--- config.mk ---
export PLATFORM = sky130hd
export DESIGN_NAME = symbol_overlay_sched
export DESIGN_NICKNAME = d
export VERILOG_FILES = /design/src/rtl/sym_layout_pkg.sv /design/src/rtl/sym_region_match.sv /design/src/rtl/symbol_overlay_sched.sv
export SDC_FILE = /design/constraint.sdc
export NUM_CORES = 1
export LEC_CHECK = 0
export ABC_CLOCK_PERIOD_IN_PS = 5070
export BUFFER_PORTS_ARGS = -buffer_cell sky130_fd_sc_hd__buf_2
export CORE_UTILIZATION = 40
export CTS_CLUSTER_DIAMETER = 200
export DETAILED_ROUTE_END_ITERATION = 12
export GPL_ROUTABILITY_DRIVEN = 0
export PLACE_DENSITY = 0.62
export RECOVER_POWER = 25
export SETUP_SLACK_MARGIN = 0.3
export SLEW_MARGIN = 5
export SYNTH_ARGS = -nofsm -noshare
export SYNTH_HDL_FRONTEND = slang
export SYNTH_SLANG_ARGS = --single-unit
--- constraint.sdc ---
create_clock -name clk -period 5.07 [get_ports clk]
set_input_delay 0.2535 -clock clk [delete_from_list [all_inputs] [get_ports clk]]
set_output_delay 0.2535 -clock clk [all_outputs]
set_load 0.05 [all_outputs]
--- src/rtl/sym_layout_pkg.sv ---
// Screen layout of the separator glyphs (colon dots, date slashes) and the
// shared types used by the overlay scheduler.
package sym_layout_pkg;

  localparam int NREG    = 6;              // overlay rectangles, index 0 = highest priority
  localparam int PIX_DIV = 4;              // clk cycles per pix_tick
  localparam int COORD_W = 10;             // pix_x / pix_y width
  localparam int OFS_W   = 9;              // in-rectangle offset width
  localparam int IDX_W   = $clog2(NREG);

  typedef enum logic [1:0] {
    CLS_NONE  = 2'd0,
    CLS_DOTS  = 2'd1,
    CLS_SLASH = 2'd2
  } sym_class_t;

  typedef enum logic {
    BLINK_SHOW = 1'b0,
    BLINK_HIDE = 1'b1
  } blink_state_t;

  typedef struct packed {
    logic [COORD_W-1:0] x0;
    logic [COORD_W-1:0] x1;
    logic [COORD_W-1:0] y0;
    logic [COORD_W-1:0] y1;
    sym_class_t         cls;
  } region_t;

  // Internal state made visible for checkers.
  typedef struct packed {
    blink_state_t     blink;
    logic [IDX_W-1:0] s1_idx;
    sym_class_t       s1_cls;
  } sched_dbg_t;

  // Bounds are exclusive on both sides.
  localparam region_t REGION_TAB [NREG] = '{
    '{10'd180, 10'd210, 10'd68,  10'd124, CLS_DOTS},
    '{10'd180, 10'd210, 10'd324, 10'd380, CLS_DOTS},
    '{10'd308, 10'd333, 10'd68,  10'd124, CLS_DOTS},
    '{10'd308, 10'd333, 10'd324, 10'd380, CLS_DOTS},
    '{10'd184, 10'd205, 10'd188, 10'd260, CLS_SLASH},
    '{10'd310, 10'd331, 10'd188, 10'd260, CLS_SLASH}
  };

  localparam logic [6:0] H_DOTS  = 7'd56;
  localparam logic [6:0] H_SLASH = 7'd72;

  // Column height of the glyph ROM for a class (column-major addressing).
  function automatic logic [6:0] glyph_height(input sym_class_t c);
    case (c)
      CLS_DOTS:  glyph_height = H_DOTS;
      CLS_SLASH: glyph_height = H_SLASH;
      default:   glyph_height = 7'd0;
    endcase
  endfunction

endpackage

--- src/rtl/sym_region_match.sv ---
// One strict-bounds rectangle comparator plus the pixel offset inside it.
module sym_region_match
  import sym_layout_pkg::*;
#(
  parameter logic [COORD_W-1:0] X0 = '0,
  parameter logic [COORD_W-1:0] X1 = '0,
  parameter logic [COORD_W-1:0] Y0 = '0,
  parameter logic [COORD_W-1:0] Y1 = '0
) (
  input  logic               video_on,
  input  logic [COORD_W-1:0] pix_x,
  input  logic [COORD_W-1:0] pix_y,
  output logic               hit,
  output logic [OFS_W-1:0]   dx,
  output logic [OFS_W-1:0]   dy
);

  // Border pixels are excluded; blanking never matches.
  assign hit = video_on && (pix_x > X0) && (pix_x < X1) && (pix_y > Y0) && (pix_y < Y1);
  // Offsets are only meaningful when hit is set; rectangles are narrower than 512.
  assign dx  = OFS_W'(pix_x - X0);
  assign dy  = OFS_W'(pix_y - Y0);

endmodule

--- src/rtl/symbol_overlay_sched.sv ---
// Separator-glyph overlay scheduler: rectangle match -> ROM address -> colour,
// three pix_tick stages, with colon blinking driven by the RTC seconds pulse.
//
// ROM port protocol: rom_en is a one-clk strobe issued the clk after a pix_tick
// whose stage-2 pixel lies in a glyph; rom_sel/rom_addr are stable from that
// strobe until the next pix_tick; rom_rdata must be valid one clk after rom_en
// and held until the following pix_tick, where it is captured. No backpressure.
module symbol_overlay_sched
  import sym_layout_pkg::*;
#(
  parameter int ADDR_W = 16,
  parameter int RGB_W  = 12
) (
  input  logic               clk,
  input  logic               reset,
  input  logic               pix_tick,
  input  logic               video_on,
  input  logic [COORD_W-1:0] pix_x,
  input  logic [COORD_W-1:0] pix_y,
  input  logic               blink_tick,
  input  logic               blink_en,
  output logic               rom_en,
  output logic [1:0]         rom_sel,
  output logic [ADDR_W-1:0]  rom_addr,
  input  logic [RGB_W-1:0]   rom_rdata,
  output logic               sym_on,
  output logic [RGB_W-1:0]   rgb_out,
  output sched_dbg_t         dbg
);

  logic [NREG-1:0]  hit;
  logic [OFS_W-1:0] dx_v [NREG];
  logic [OFS_W-1:0] dy_v [NREG];

  for (genvar g = 0; g < NREG; g++) begin : g_match
    sym_region_match #(
      .X0(REGION_TAB[g].x0),
      .X1(REGION_TAB[g].x1),
      .Y0(REGION_TAB[g].y0),
      .Y1(REGION_TAB[g].y1)
    ) u_match (
      .video_on(video_on),
      .pix_x   (pix_x),
      .pix_y   (pix_y),
      .hit     (hit[g]),
      .dx      (dx_v[g]),
      .dy      (dy_v[g])
    );
  end

  sym_class_t       sel_cls;
  logic [IDX_W-1:0] sel_idx;
  logic [OFS_W-1:0] sel_dx, sel_dy;

  // Priority encoder: scan from lowest priority so the lowest hit index wins.
  always_comb begin
    sel_cls = CLS_NONE;
    sel_idx = '0;
    sel_dx  = '0;
    sel_dy  = '0;
    for (int i = NREG - 1; i >= 0; i--) begin
      if (hit[i]) begin
        sel_cls = REGION_TAB[i].cls;
        sel_idx = IDX_W'(i);
        sel_dx  = dx_v[i];
        sel_dy  = dy_v[i];
      end
    end
  end

  sym_class_t       s1_cls;
  logic [IDX_W-1:0] s1_idx;
  logic [OFS_W-1:0] s1_dx, s1_dy;

  // Stage 1: latch the winning rectangle and offsets.
  always_ff @(posedge clk or negedge reset) begin
    if (!reset) begin
      s1_cls <= CLS_NONE;
      s1_idx <= '0;
      s1_dx  <= '0;
      s1_dy  <= '0;
    end else if (pix_tick) begin
      s1_cls <= sel_cls;
      s1_idx <= sel_idx;
      s1_dx  <= sel_dx;
      s1_dy  <= sel_dy;
    end
  end

  sym_class_t        s2_cls;
  logic [ADDR_W-1:0] addr_next;

  assign addr_next = ADDR_W'(s1_dy) + ADDR_W'(s1_dx) * ADDR_W'(glyph_height(s1_cls));

  // Stage 2: column-major address, ROM select and the single read strobe.
  always_ff @(posedge clk or negedge reset) begin
    if (!reset) begin
      s2_cls   <= CLS_NONE;
      rom_addr <= '0;
      rom_en   <= 1'b0;
    end else begin
      rom_en <= pix_tick && (s1_cls != CLS_NONE);
      if (pix_tick) begin
        s2_cls   <= s1_cls;
        rom_addr <= addr_next;
      end
    end
  end

  assign rom_sel = s2_cls;

  blink_state_t blink_q, blink_d;
  logic         blink_hide;

  // Blink FSM state register.
  always_ff @(posedge clk or negedge reset) begin
    if (!reset) blink_q <= BLINK_SHOW;
    else        blink_q <= blink_d;
  end

  // Blink FSM next state: disabling blinking wins over a coincident tick.
  always_comb begin
    blink_d = blink_q;
    if (!blink_en) begin
      blink_d = BLINK_SHOW;
    end else if (blink_tick) begin
      blink_d = (blink_q == BLINK_SHOW) ? BLINK_HIDE : BLINK_SHOW;
    end
  end

  // Blink FSM outputs and debug view.
  always_comb begin
    blink_hide    = (blink_q == BLINK_HIDE);
    dbg           = '0;
    dbg.blink     = blink_q;
    dbg.s1_idx    = s1_idx;
    dbg.s1_cls    = s1_cls;
  end

  logic visible;

  assign visible = (s2_cls != CLS_NONE) && !((s2_cls == CLS_DOTS) && blink_hide);

  // Stage 3: blink state is sampled only here, so a glyph pixel never changes mid-pixel.
  always_ff @(posedge clk or negedge reset) begin
    if (!reset) begin
      sym_on  <= 1'b0;
      rgb_out <= '0;
    end else if (pix_tick) begin
      sym_on  <= visible;
      rgb_out <= visible ? rom_rdata : '0;
    end
  end

endmodule

Word-level counts from Yosys, hierarchy flattened
Index checks and enable logic that the tools add are counted.

operators by class
  add/subtract/negate cells = 8
  multipliers = 1
  magnitude comparators = 14
  equal/unequal tests = 4
  multiplexer cells = 29
  reduce and logical (&&, ||, !) cells = 26

operators with widths
  cell                                                                    count
  9-bit 2-to-1 mux                                                        12
  10-bit by 9-bit < comparator with 1-bit output (second input constant)  4
  10-bit by 8-bit > comparator with 1-bit output (second input constant)  3
  10-bit by 9-bit > comparator with 1-bit output (second input constant)  3
  9-bit by 8-bit subtractor with 9-bit output (second input constant)     3
  9-bit subtractor (second input constant)                                3
  1-bit logical AND                                                       23
  10-bit by 8-bit < comparator with 1-bit output (second input constant)  2
  3-bit 2-to-1 mux                                                        6
  9-bit by 16-bit adder with 16-bit output                                1
  9-bit by 7-bit multiplier with 16-bit output                            1
  7-bit case mux with 2 select lines                                      1
  12-bit 2-to-1 mux                                                       1
  2-bit 2-to-1 mux                                                        6
  10-bit by 7-bit > comparator with 1-bit output (second input constant)  1
  10-bit by 7-bit < comparator with 1-bit output (second input constant)  1
  9-bit by 7-bit subtractor with 9-bit output (second input constant)     1
  2-bit by 1-bit equality test with 1-bit output (second input constant)  2
  2-bit nonzero test                                                      2
  1-bit 2-to-1 mux                                                        3
  2-bit equality test (second input constant)                             1
  2-bit inequality test (second input constant)                           1
  1-bit zero test                                                         1

storage, ports and cells
  flip-flop bits (word level) = 56
  input bits = 38
  output and inout bits = 38
  logic and storage cells = 92

Logic depth before layout (Yosys ltp)
Gate-level depths: netlist of run 1.

  depth after elaboration = 11
  mapped depth = 19
  mapped depth without buffers = 18

By module
A second synthesis of run 1 with hierarchy kept.

second synthesis, totals
  cell total of the unflattened synthesis = 702
  area, all modules = 6271.0 um2

modules (own cells, without submodules)
  module                                  times used  cells an instance  area each (um2)  seq. area each (um2)
  symbol_overlay_sched                    1           425                4177.8           1376.3
  sym_region_match at g_match[0].u_match  1           48                 386.6            0.0
  sym_region_match at g_match[3].u_match  1           49                 370.4            0.0
  sym_region_match at g_match[2].u_match  1           48                 365.4            0.0
  sym_region_match at g_match[1].u_match  1           48                 340.3            0.0
  sym_region_match at g_match[5].u_match  1           43                 322.8            0.0
  sym_region_match at g_match[4].u_match  1           41                 307.8            0.0

Worst setup path after synthesis of run 1
Ideal clock, no wire load.

  path kind = register to register
  start point = register s1_cls[1]
  end point = register rom_addr[15]
  library setup time = 0.069 ns
  data arrival time = 4.517 ns
  data required time = 5.001 ns
  setup slack = 0.484 ns
  cell stages (with the launch flop) = 19
  buffers on the path = 0
  clock period less this slack = 4.586 ns
  cell sequence = dfrtp_1 inv_1 ha_1 and2_1 xnor2_1 ha_1 inv_1 fa_1 inv_1 fa_1 ha_1 inv_1 fa_1 nor2b_1 o21ai_0 a21boi_0 o2111ai_1 a211o_1 nand3_1

between the ends
  longest elaborated chain between the ends = 4
  elaborated cells between the ends (all ways) = 5
  those cells by class = add/sub: 1; mul: 1; eq/ne: 2; mux: 1

RTL lines
  what                                                                                          line                         text
  from (decl)                                                                                   symbol_overlay_sched.sv:71   sym_class_t s1_cls;
  from (signal assigned)                                                                        symbol_overlay_sched.sv:83   s1_cls <= sel_cls;
  2-bit equality test / 2-bit by 1-bit equality test with 1-bit output (equally long branches)  sym_layout_pkg.sv:52         case (c)
  7-bit case mux with 2 select lines *                                                          sym_layout_pkg.sv:52
  9-bit by 7-bit multiplier with 16-bit output *                                                symbol_overlay_sched.sv:93   assign addr_next = ADDR_W'(s1_dy) + ADDR_W'(s1_dx) * ADDR_W'(glyph_height(s1_cls));
  9-bit by 16-bit adder with 16-bit output *                                                    symbol_overlay_sched.sv:93
  to (signal assigned)                                                                          symbol_overlay_sched.sv:105  rom_addr <= addr_next;
  to (decl)                                                                                     symbol_overlay_sched.sv:24   output logic [ADDR_W-1:0] rom_addr,

Mark *: on every way between the ends. The rest lies on a longest branch, timed or not.
A chain may end at the register's enable or synchronous reset.

Worst setup path in the final report of run 1
Ends and elaborated chain as after synthesis.

==> results_dict.tcl, run 1 <==
set metrics [dict create \
    outcome "complete, but fails checks" \
    violations "max-capacitance violations, max-slew violations" \
    crit_path_start_kind "flip-flop" \
    ys_ff_latch 55 \
    setup_slack_ns 0.663 \
    grt_max_degree 56 \
    core-area_um2 10500 \
    max-cap-violations 1 \
    drive_above_1_share_pct 23.0 \
    rows 37 \
    min_from "blink_en" \
    hold_violations 0 \
    drt-pass1-iter-count 4 \
    cp.required_ns 5.32 \
    root_buffer "clkbuf_8" \
    p_per_area_nw_per_um2 174 \
    die_w_um 107 \
    cts.sinks 55 \
    portBuffers 75 \
    setup_violations 0 \
    post_cts.repair.setup_buffers 0 \
    post-route-util_pct 47.0 \
    worstPathArrival_ns 4.66 \
    period_needed_ns 4.41 \
    cts_htree_levels 2 \
    setup_tns_ns 0 \
    crit_path_max_fanout 9 \
    grt_pass1_vias 3333 \
    antenna_found_initial 0 \
    hp-class "in -> reg" \
    critPathLaunch "s1_cls[1]" \
    synth_top_cell_by_area "dfrtp_1" \
    wl_per_cell_um 14.4 \
    path_clk_slew_ns 0.11 \
    total_leakage_power_nw 2.59 \
    fmaxAchievable_mhz 227 \
    drt-vias-per-instance 5.29 \
    syn_area_um2 4370 \
    worstSetupEndpointType "flip-flop" \
    drc_errors 0 \
    vdd_ir_drop_max_v 0.000139 \
    num_vias 3361 \
    antenna_cells 0 \
    dp_hpwl_mm 6.99 \
    synth_edf_count 0 \
    wl_met2_mm 4.46 \
    drv_slew 56 \
    layout.nets 603 \
    slew_headroom_pct -95.5 \
    final_antenna_net_count 0 \
    timing_worst_setup_path_type "reg -> reg" \
    synth_fa_ha_area_share_pct 22.3 \
    synth.distinct_cells 71 \
    r2r-start "s1_cls[1]" \
    die_area_um2 11400 \
    synth.top_cell.area_share_pct 31.5 \
    cts_tree "built" \
    synthSimpleGateAreaFrac_pct 14.5 \
    fin_crit_sh_pct 86.9 \
    start_util_pct 41.8 \
    numCtsBuffers 5 \
    wl_met1_mm 4.32 \
    async_reset_ff_share_pct 100 \
    n_fill_cell 1022 \
    routed.top_layer "met4" \
    synth-xor-area-share_pct 3.41 \
    synth_warnings 0 \
    finalClockSkew_ns 0.0128 \
    pre_cts_slack_ns 0.498 \
    yosys-top-cells-area "dfrtp_1 (31%), ha_1 (14%), fa_1 (8.2%)" \
    cts_buffer_depth 2 \
    synthMuxAreaShare_pct 3.09 \
    ys_seq_area_share_pct 31.5 \
    drt-initial-drc-count 122 \
    worst_slew_pin_slew_ns 2.93 \
    drt-total-wl_mm 9.13 \
    syn-num-nets 538 \
    grt-ovfl-total 0 \
    synth_compound_area_share_pct 18.6 \
    synth_top_family_by_area "adder cells" \
    avgSynthCellArea_um2 10.1 \
    io_pins 76 \
    area_delta_synth_final_pct 12.5 \
    insertion_delay_ns 0.32 \
    hold_slack_ns 0.136 \
    met3_length_um 224 \
    synthCells 433 \
    synthFlopType "dfrtp_1" \
    rsz0062_at_grt "false" \
    die-height_um 107 \
    grt_usage_pct 17.1 \
    grt_pass1_wl_mm 15.8 \
]
==> critical path, cell delays in order, from the launching register on <==
cell and delay (ns):
dfrtp_1 0.43, inv_1 0.11, ha_1 0.28, and2_1 0.23
xnor2_1 0.09, ha_1 0.27, inv_1 0.05, fa_1 0.53
inv_1 0.05, fa_1 0.45, ha_1 0.32, inv_1 0.06
fa_1 0.45, nor2b_1 0.12, o21ai_0 0.13, a21boi_2 0.24
o2111ai_1 0.17, a211o_1 0.28, nand3_1 0.08
==> cell usage in the layout, fill, tap and decap left out, drive strengths merged, types with 4 or more instances in the layout <==
cell type,n
ha,49
xor2,5
o31ai,4
a21oi,17
xnor2,12
nand3b,4
o21ai,11
dfrtp,55
fa,18
a22o,15
nand3,9
clkbuf,6
nor3b,7
o2bb2ai,4
o21a,4
nor3,5
mux2,12
buf,77
nand2,25
o211ai,4
a21o,8
nand4,5
nor2,14
o221ai,6
and2,24
inv,47
nor2b,5
==> logic make-up (layout without fill, tap and decap cells) <==
logic type | after synthesis | in the layout
simple gates | 112 | 112
compound gates | 104 | 104
buf+inv | 66 | 132
flops | 55 | 55
fa+ha+maj | 67 | 67
mux | 12 | 12
xor+xnor | 17 | 17
==> sequential cells by signal (all words and copies together), names as in the netlist <==
register	cells
blink_hide	1
rgb_out	12
rom_addr	16
rom_en	1
rom_sel	2
s1_cls	2
s1_dx	9
s1_dy	9
s1_idx	2
sym_on	1
==> synthesized netlist by cell type, drive strengths merged (12+ instances only) <==
cell	n
a21oi	17
a22o	15
and2	24
dfrtp	55
fa	18
ha	49
inv	46
mux2	12
nand2	25
nor2	14
xnor2	12
==> layer usage <==
metal / vias up / track usage, %
li1: 1663 / -
met1: 1630 / 22.6
met2: 56 / 29.6
met5: - / 0
met4: 0 / 4.40
met3: 12 / 2.08
==> final timing paths <==
kind,to,slack [ns],depth (start not counted)
min in group asynchronous,rom_addr[13],0.96,2
setup / recovery,rom_addr[15],0.66,18
hold / removal,blink_hide,0.14,2
setup reg to reg,rom_addr[15],0.66,18
max in group asynchronous,s1_dx[2],2.45,2
hold reg to reg,rom_addr[9],0.48,1
==> through the flow <==
| step | cell area [um2] | total power, W | instances |
|---|---|---|---|
| floorplan | 4370 | 0.000558 | 433 |
| global placement | 4820 | 0.000606 | 627 |
| detailed placement | 4820 | 0.000609 | 627 |
| CTS | 4920 | 0.000871 | 635 |
| global route | 4920 | 0.000897 | 635 |
| finish | 4920 | 0.000857 | 635 |
==> power by group <==
| part | switching [W] | total, W | leakage [nW] | internal (W) |
|---|---|---|---|---|
| clock | 0.000157 | 0.000258 | 0.0463 | 0.000102 |
| sequential | 0.00000630 | 0.000454 | 0.757 | 0.000447 |
| combinational | 0.0000961 | 0.000145 | 1.79 | 0.0000492 |
| total | 0.000259 | 0.000857 | 2.59 | 0.000598 |
==> final cells by class <==
| cell class | instances | area [um2] | share of cell area [%] |
|---|---|---|---|
| sequential | 55 | 1380 | 28.0 |
| inverter | 46 | 173 | 3.51 |
| clock inverter | 3 | 27.5 | 0.560 |
| multi-input combinational | 312 | 2710 | 55.1 |
| clock buffer | 5 | 68.8 | 1.40 |
| timing repair buffer | 78 | 394 | 8.01 |
| tap | 136 | 170 | 3.46 |
==> what timing repair did <==
action	in CTS	in global routing
hold buffers	0	0
resized for setup	0	2
setup endpoints to repair	0	3
(Power assumes the default switching activity.)
==> run 2: changes to the inputs <==
Settings changed: CORE_UTILIZATION 40 to 50, PLACE_DENSITY 0.62 to 0.74.
==> run 2 against run 1 <==
  * The run still ends with max-capacitance violations, max-slew violations left
  * Sequential cell count unchanged
  * Global-route usage is 3.3 points higher
  * Clock power fell by 6%
  * Critical path depth stayed put
  * Via count down 2.5%
  * Largest cell class unchanged
  * Highest routed layer unchanged
==> results_dict.tcl, run 2 (synthesis results as in run 1) <==
set metrics [dict create \
    die_area_um2 9120 \
    crit_buf_inv 4 \
    hp-class "in -> reg" \
    rr_endpoint "rom_addr[15]" \
    reg2reg_depth 18 \
    fin_cells 604 \
    violations "max-capacitance violations, max-slew violations" \
    die-height_um 95.5 \
    critical-path-top-delay-family "adder cells" \
    grt_usage_pct 20.4 \
    dp_hpwl_mm 6.66 \
    met3_length_um 270 \
    cp.required_ns 5.33 \
    num_vias 3278 \
    path_clk_slew_ns 0.10 \
    drt-initial-drc-count 151 \
    intPower_w 0.000593 \
    cts_htree_levels 2 \
    p_clk_share_pct 29.0 \
    wl_per_cell_um 14.4 \
    final_antenna_net_count 0 \
    critPathMaxStageDelay_ns 0.53 \
    period_needed_ns 4.41 \
    antenna_cells 0 \
    io_pins 76 \
    grt_max_degree 56 \
    finalClockSkew_ns 0.0105 \
    crit_slowest_cell "fa_1" \
    drt-total-wl_mm 8.69 \
    grt_pass1_wl_mm 14.7 \
    die_w_um 95.5 \
    setup_tns_ns 0 \
    worstPathCellList "inv_1 > ha_1 > and2_1 > xnor2_1 > ha_1 > inv_1 > fa_1 > inv_1 > fa_1 > ha_1 > inv_1 > fa_1 > nor2b_1 > o21ai_0 > a21boi_2 > o2111ai_1 > a211o_1 > nand3_1" \
    worst_slew_pin_slew_ns 2.90 \
    worstPathArrival_ns 4.67 \
    area_delta_synth_final_pct 11.4 \
    cts_buffer_depth 2 \
    final_common_cell "buf_2" \
    layout.nets 603 \
    insertion_delay_ns 0.32 \
    dpl_cell_area_um2 4780 \
    swShare_pct 29.4 \
    min_from "rom_rdata[10]" \
    max-cap-violations 1 \
    rows 33 \
    place_inst 596 \
    power.switching_w 0.000247 \
    p_per_area_nw_per_um2 173 \
    hold_slack_ns 0.147 \
    seqPwrFrac_pct 54.0 \
    total_leakage_power_nw 2.59 \
    regArea_um2 1380 \
    top_regs "rom_addr: 16 flops, rgb_out: 12 flops" \
    n_fill_cell 737 \
    r2r_slack_ns 0.66 \
    post_cts.repair.setup_buffers 0 \
    fin_area_um2 4870 \
    setup_violations 0 \
    hold_depth 2 \
    cts_tree "built" \
    drive_above_1_share_pct 22.8 \
    timing_worst_setup_path_type "reg -> reg" \
    drt-pass1-iter-count 4 \
    hold_violations 0 \
    fin_crit_sh_pct 87.0 \
    p_comb_share_pct 17.1 \
    crit_path_start_kind "flip-flop" \
    layout_common_cells "buf_2 (75), dfrtp_1 (55), ha_1 (49), inv_1 (46)" \
    max_flop_register "rom_addr" \
    whs_endpoint "rgb_out[10]" \
    multi_input_area_um2 2710 \
    fmaxAchievable_mhz 227 \
    routed.top_layer "met4" \
    outcome "complete, but fails checks" \
    grt-ovfl-total 0 \
    core-area_um2 8340 \
    wl_met2_mm 4.26 \
    start_util_pct 52.4 \
    cp_common_cell "inv_1" \
    crit_path_max_fanout 9 \
    portBuffers 75 \
    slew_headroom_pct -93.1 \
    wl_met1_mm 4.08 \
    largest_register_ffs 16 \
    drc_errors 0 \
    worstSetupEndpointType "flip-flop" \
    antenna_found_initial 0 \
    rsz0062_at_grt "false" \
    grt_pass1_vias 3209 \
    numCtsBuffers 5 \
    cts.sinks 55 \
    root_buffer "clkbuf_8" \
    vdd_ir_drop_max_v 0.000128 \
    drt-vias-per-instance 5.43 \
    r2r-start "s1_cls[1]" \
    drv_slew 56 \
]
run 2: worst max path at each step:
stage / start / to / depth (start not counted)
detailed placement: s1_cls[1] / rom_addr[15] / 18
global placement: s1_cls[1] / rom_addr[15] / 18
floorplan: s1_cls[1] / rom_addr[15] / 18
global route: s1_cls[1] / rom_addr[15] / 18
finish: s1_cls[1] / rom_addr[15] / 18
CTS: s1_cls[1] / rom_addr[15] / 18
run 2: cell type report:
type / count / area share (%)
Multi-Input combinational cell: 312 / 55.6
Sequential cell: 55 / 28.3
Timing Repair Buffer: 78 / 8.10
Tap cell: 105 / 2.70
Clock inverter: 2 / 0.257
Inverter: 46 / 3.55
Clock buffer: 6 / 1.49
run 2: worst register-to-register path, cell delays in order (launching register included):
cell,delay [ns]
dfrtp_1,0.42
inv_1,0.12
ha_1,0.28
and2_1,0.23
xnor2_1,0.10
ha_1,0.28
inv_1,0.05
fa_1,0.53
inv_1,0.05
fa_1,0.45
ha_1,0.31
inv_1,0.07
fa_1,0.45
nor2b_1,0.12
o21ai_0,0.13
a21boi_2,0.24
o2111ai_1,0.17
a211o_1,0.28
nand3_1,0.08
run 2: per-stage QoR:
step	utilization, %	worst slack (ns)	total power [W]
after floorplan	-	0.484	0.000558
after global placement	57.4	0.598	0.000604
after detailed placement	57.4	0.446	0.000607
after CTS	58.4	0.437	0.000853
after global routing	58.4	0.358	0.000883
final	58.4	0.660	0.000840
run 2: power groups by stage:
stage               Combinational, W  Sequential, W  Clock, W
finish                      0.000144       0.000453  0.000243
global route                0.000160       0.000455  0.000268
CTS                         0.000145       0.000454  0.000255
detailed placement          0.000144       0.000462         0
global placement            0.000142       0.000462         0
floorplan                  0.0000788       0.000479         0
run 2: metal layers:
| layer | GRT usage [%] | vias to the layer above |
|---|---|---|
| li1 | - | 1665 |
| met1 | 26.3 | 1548 |
| met2 | 36.5 | 58 |
| met3 | 2.39 | 7 |
| met4 | 4.85 | 0 |
| met5 | 0 | - |
run 2: repair_timing:
item,CTS,global route
hold buffers,0,0
gates resized for setup,0,2
setup endpoints to repair,0,3
==> run 3: changes to the inputs <==
Settings changed: CORE_MARGIN from default to 3, PLACE_DENSITY 0.74 to 0.82.
==> run 3 against run 2 <==
  * The flow still finishes with violations (max-capacitance violations, max-slew violations)
  * Sequential power hardly changed
  * Combinational power hardly changed
  * Register-to-register slack worse by 0.04 ns
  * Sequential share of layout area hardly changed
  * Utilization is 0.090 points higher
  * Fmax is 0.84% lower
  * Critical path type unchanged
==> results_dict.tcl, run 3 (synthesis results as in run 1) <==
set metrics [dict create \
    r2r-start "s1_cls[1]" \
    n_fill_cell 724 \
    hp-class "in -> reg" \
    place_inst 595 \
    antenna_found_initial 0 \
    post-route-util_pct 58.5 \
    grt_max_degree 56 \
    multi_input_area_um2 2710 \
    fmaxAchievable_mhz 225 \
    dp_hpwl_mm 7.21 \
    fin_cells 603 \
    timing_worst_setup_path_type "reg -> reg" \
    cts_htree_levels 2 \
    worstPathArrival_ns 4.71 \
    final_antenna_net_count 0 \
    largest_register_ffs 16 \
    rsz0062_at_grt "false" \
    cts_buffer_depth 2 \
    max_flop_register "rom_addr" \
    setup_tns_ns 0 \
    slew_headroom_pct -95.7 \
    hold_depth 2 \
    hold_violations 0 \
    drt-pass1-iter-count 4 \
    grt_usage_pct 19.6 \
    finalClockSkew_ns 0.0130 \
    worst_slew_pin_slew_ns 2.94 \
    setup_violations 0 \
    num_vias 3446 \
    ctsHoldBuffers 0 \
    core-area_um2 8340 \
    vdd_ir_drop_max_v 0.000132 \
    worstSetupEndpointType "flip-flop" \
    grt_pass1_vias 3455 \
    hold_slack_ns 0.137 \
    io_pins 76 \
    regArea_um2 1380 \
    fin_crit_sh_pct 87.7 \
    area_delta_synth_final_pct 11.5 \
    path_clk_slew_ns 0.12 \
    r2r_slack_ns 0.62 \
    cts.sinks 55 \
    outcome "complete, but fails checks" \
    rr_endpoint "rom_addr[15]" \
    layout_common_cells "buf_2 (75), dfrtp_1 (55), ha_1 (48), inv_1 (46)" \
    cts_tree "built" \
    crit_path_max_fanout 9 \
    grt-ovfl-total 0 \
    total_leakage_power_nw 2.59 \
    drt-initial-drc-count 120 \
    drc_errors 0 \
    grt_pass1_wl_mm 16.1 \
    crit_path_start_kind "flip-flop" \
    drv_slew 56 \
    min_from "blink_en" \
    drive_above_1_share_pct 23.1 \
    insertion_delay_ns 0.32 \
    antenna_cells 0 \
    whs_endpoint "blink_hide" \
    cp.required_ns 5.33 \
    rows 33 \
    die_area_um2 9900 \
    die-height_um 99.5 \
    period_needed_ns 4.45 \
    violations "max-capacitance violations, max-slew violations" \
    p_per_area_nw_per_um2 177 \
    final_common_cell "buf_2" \
    portBuffers 75 \
    wl_per_cell_um 15.5 \
    drt-total-wl_mm 9.35 \
    layout.nets 602 \
    start_util_pct 52.4 \
    dpl_cell_area_um2 4780 \
    fin_area_um2 4880 \
    reg2reg_depth 18 \
    max-cap-violations 1 \
    root_buffer "clkbuf_8" \
    drt-vias-per-instance 5.71 \
    numCtsBuffers 5 \
    die_w_um 99.5 \
    top_regs "rom_addr: 16 flops, rgb_out: 12 flops" \
]
==> run 3: worst max-delay path by stage <==
stage          startpoint            to  slack, ns  cells past startpoint
6_report        s1_cls[1]  rom_addr[15]       0.62                     18
5_1_grt         s1_cls[0]  rom_addr[15]       0.34                     18
4_1_cts         s1_cls[1]  rom_addr[15]       0.33                     18
3_5_place_dp    s1_cls[1]  rom_addr[15]       0.37                     18
3_3_place_gp    s1_cls[1]  rom_addr[15]       0.60                     18
2_1_floorplan   s1_cls[1]  rom_addr[15]       0.48                     18
==> run 3: metrics by stage <==
step	total power [W]	setup slack, ns
floorplan	0.000558	0.484
global placement	0.000603	0.602
detailed placement	0.000608	0.368
CTS	0.000871	0.332
global route	0.000901	0.340
finish	0.000865	0.622
==> run 3: power by group <==
group          internal [W]  total [W]  switching, W
sequential         0.000447   0.000454    0.00000666
combinational     0.0000489   0.000145     0.0000958
clock              0.000103   0.000266      0.000163
==> run 3: per-layer routing <==
layer	up-vias	global-route usage (%)	wire (um)
li1	1667	-	-
met3	16	2.81	289
met5	-	0	0
met2	68	33.9	4800
met4	0	5.36	162
met1	1695	25.6	4100
==> run 3: cell type report <==
cell class,instances,area share [%]
clock buffers,5,1.41
clock inverters,3,0.590
inverters,46,3.54
multi-input cells,312,55.6
flip-flops and latches,55,28.2
well taps,105,2.69
repair buffers,77,7.93
==> run 3: worst max-delay path: stages, from the launching register on <==
cell and delay, ns:
dfrtp_1 0.43, inv_1 0.12, ha_2 0.25, and2_1 0.22, xnor2_1 0.10, ha_1 0.29
inv_1 0.06, fa_1 0.53, inv_1 0.05, fa_1 0.47, ha_1 0.32, inv_1 0.06
fa_1 0.45, nor2b_1 0.12, o21ai_0 0.12, a21boi_2 0.26, o2111ai_1 0.18, a211o_1 0.28
nand3_1 0.08
==> run 3: what timing repair did <==
item                                    4_1_cts  5_1_grt
endpoints found under the setup margin        0        3
resized for setup                             0        3
setup buffers                                 0        0
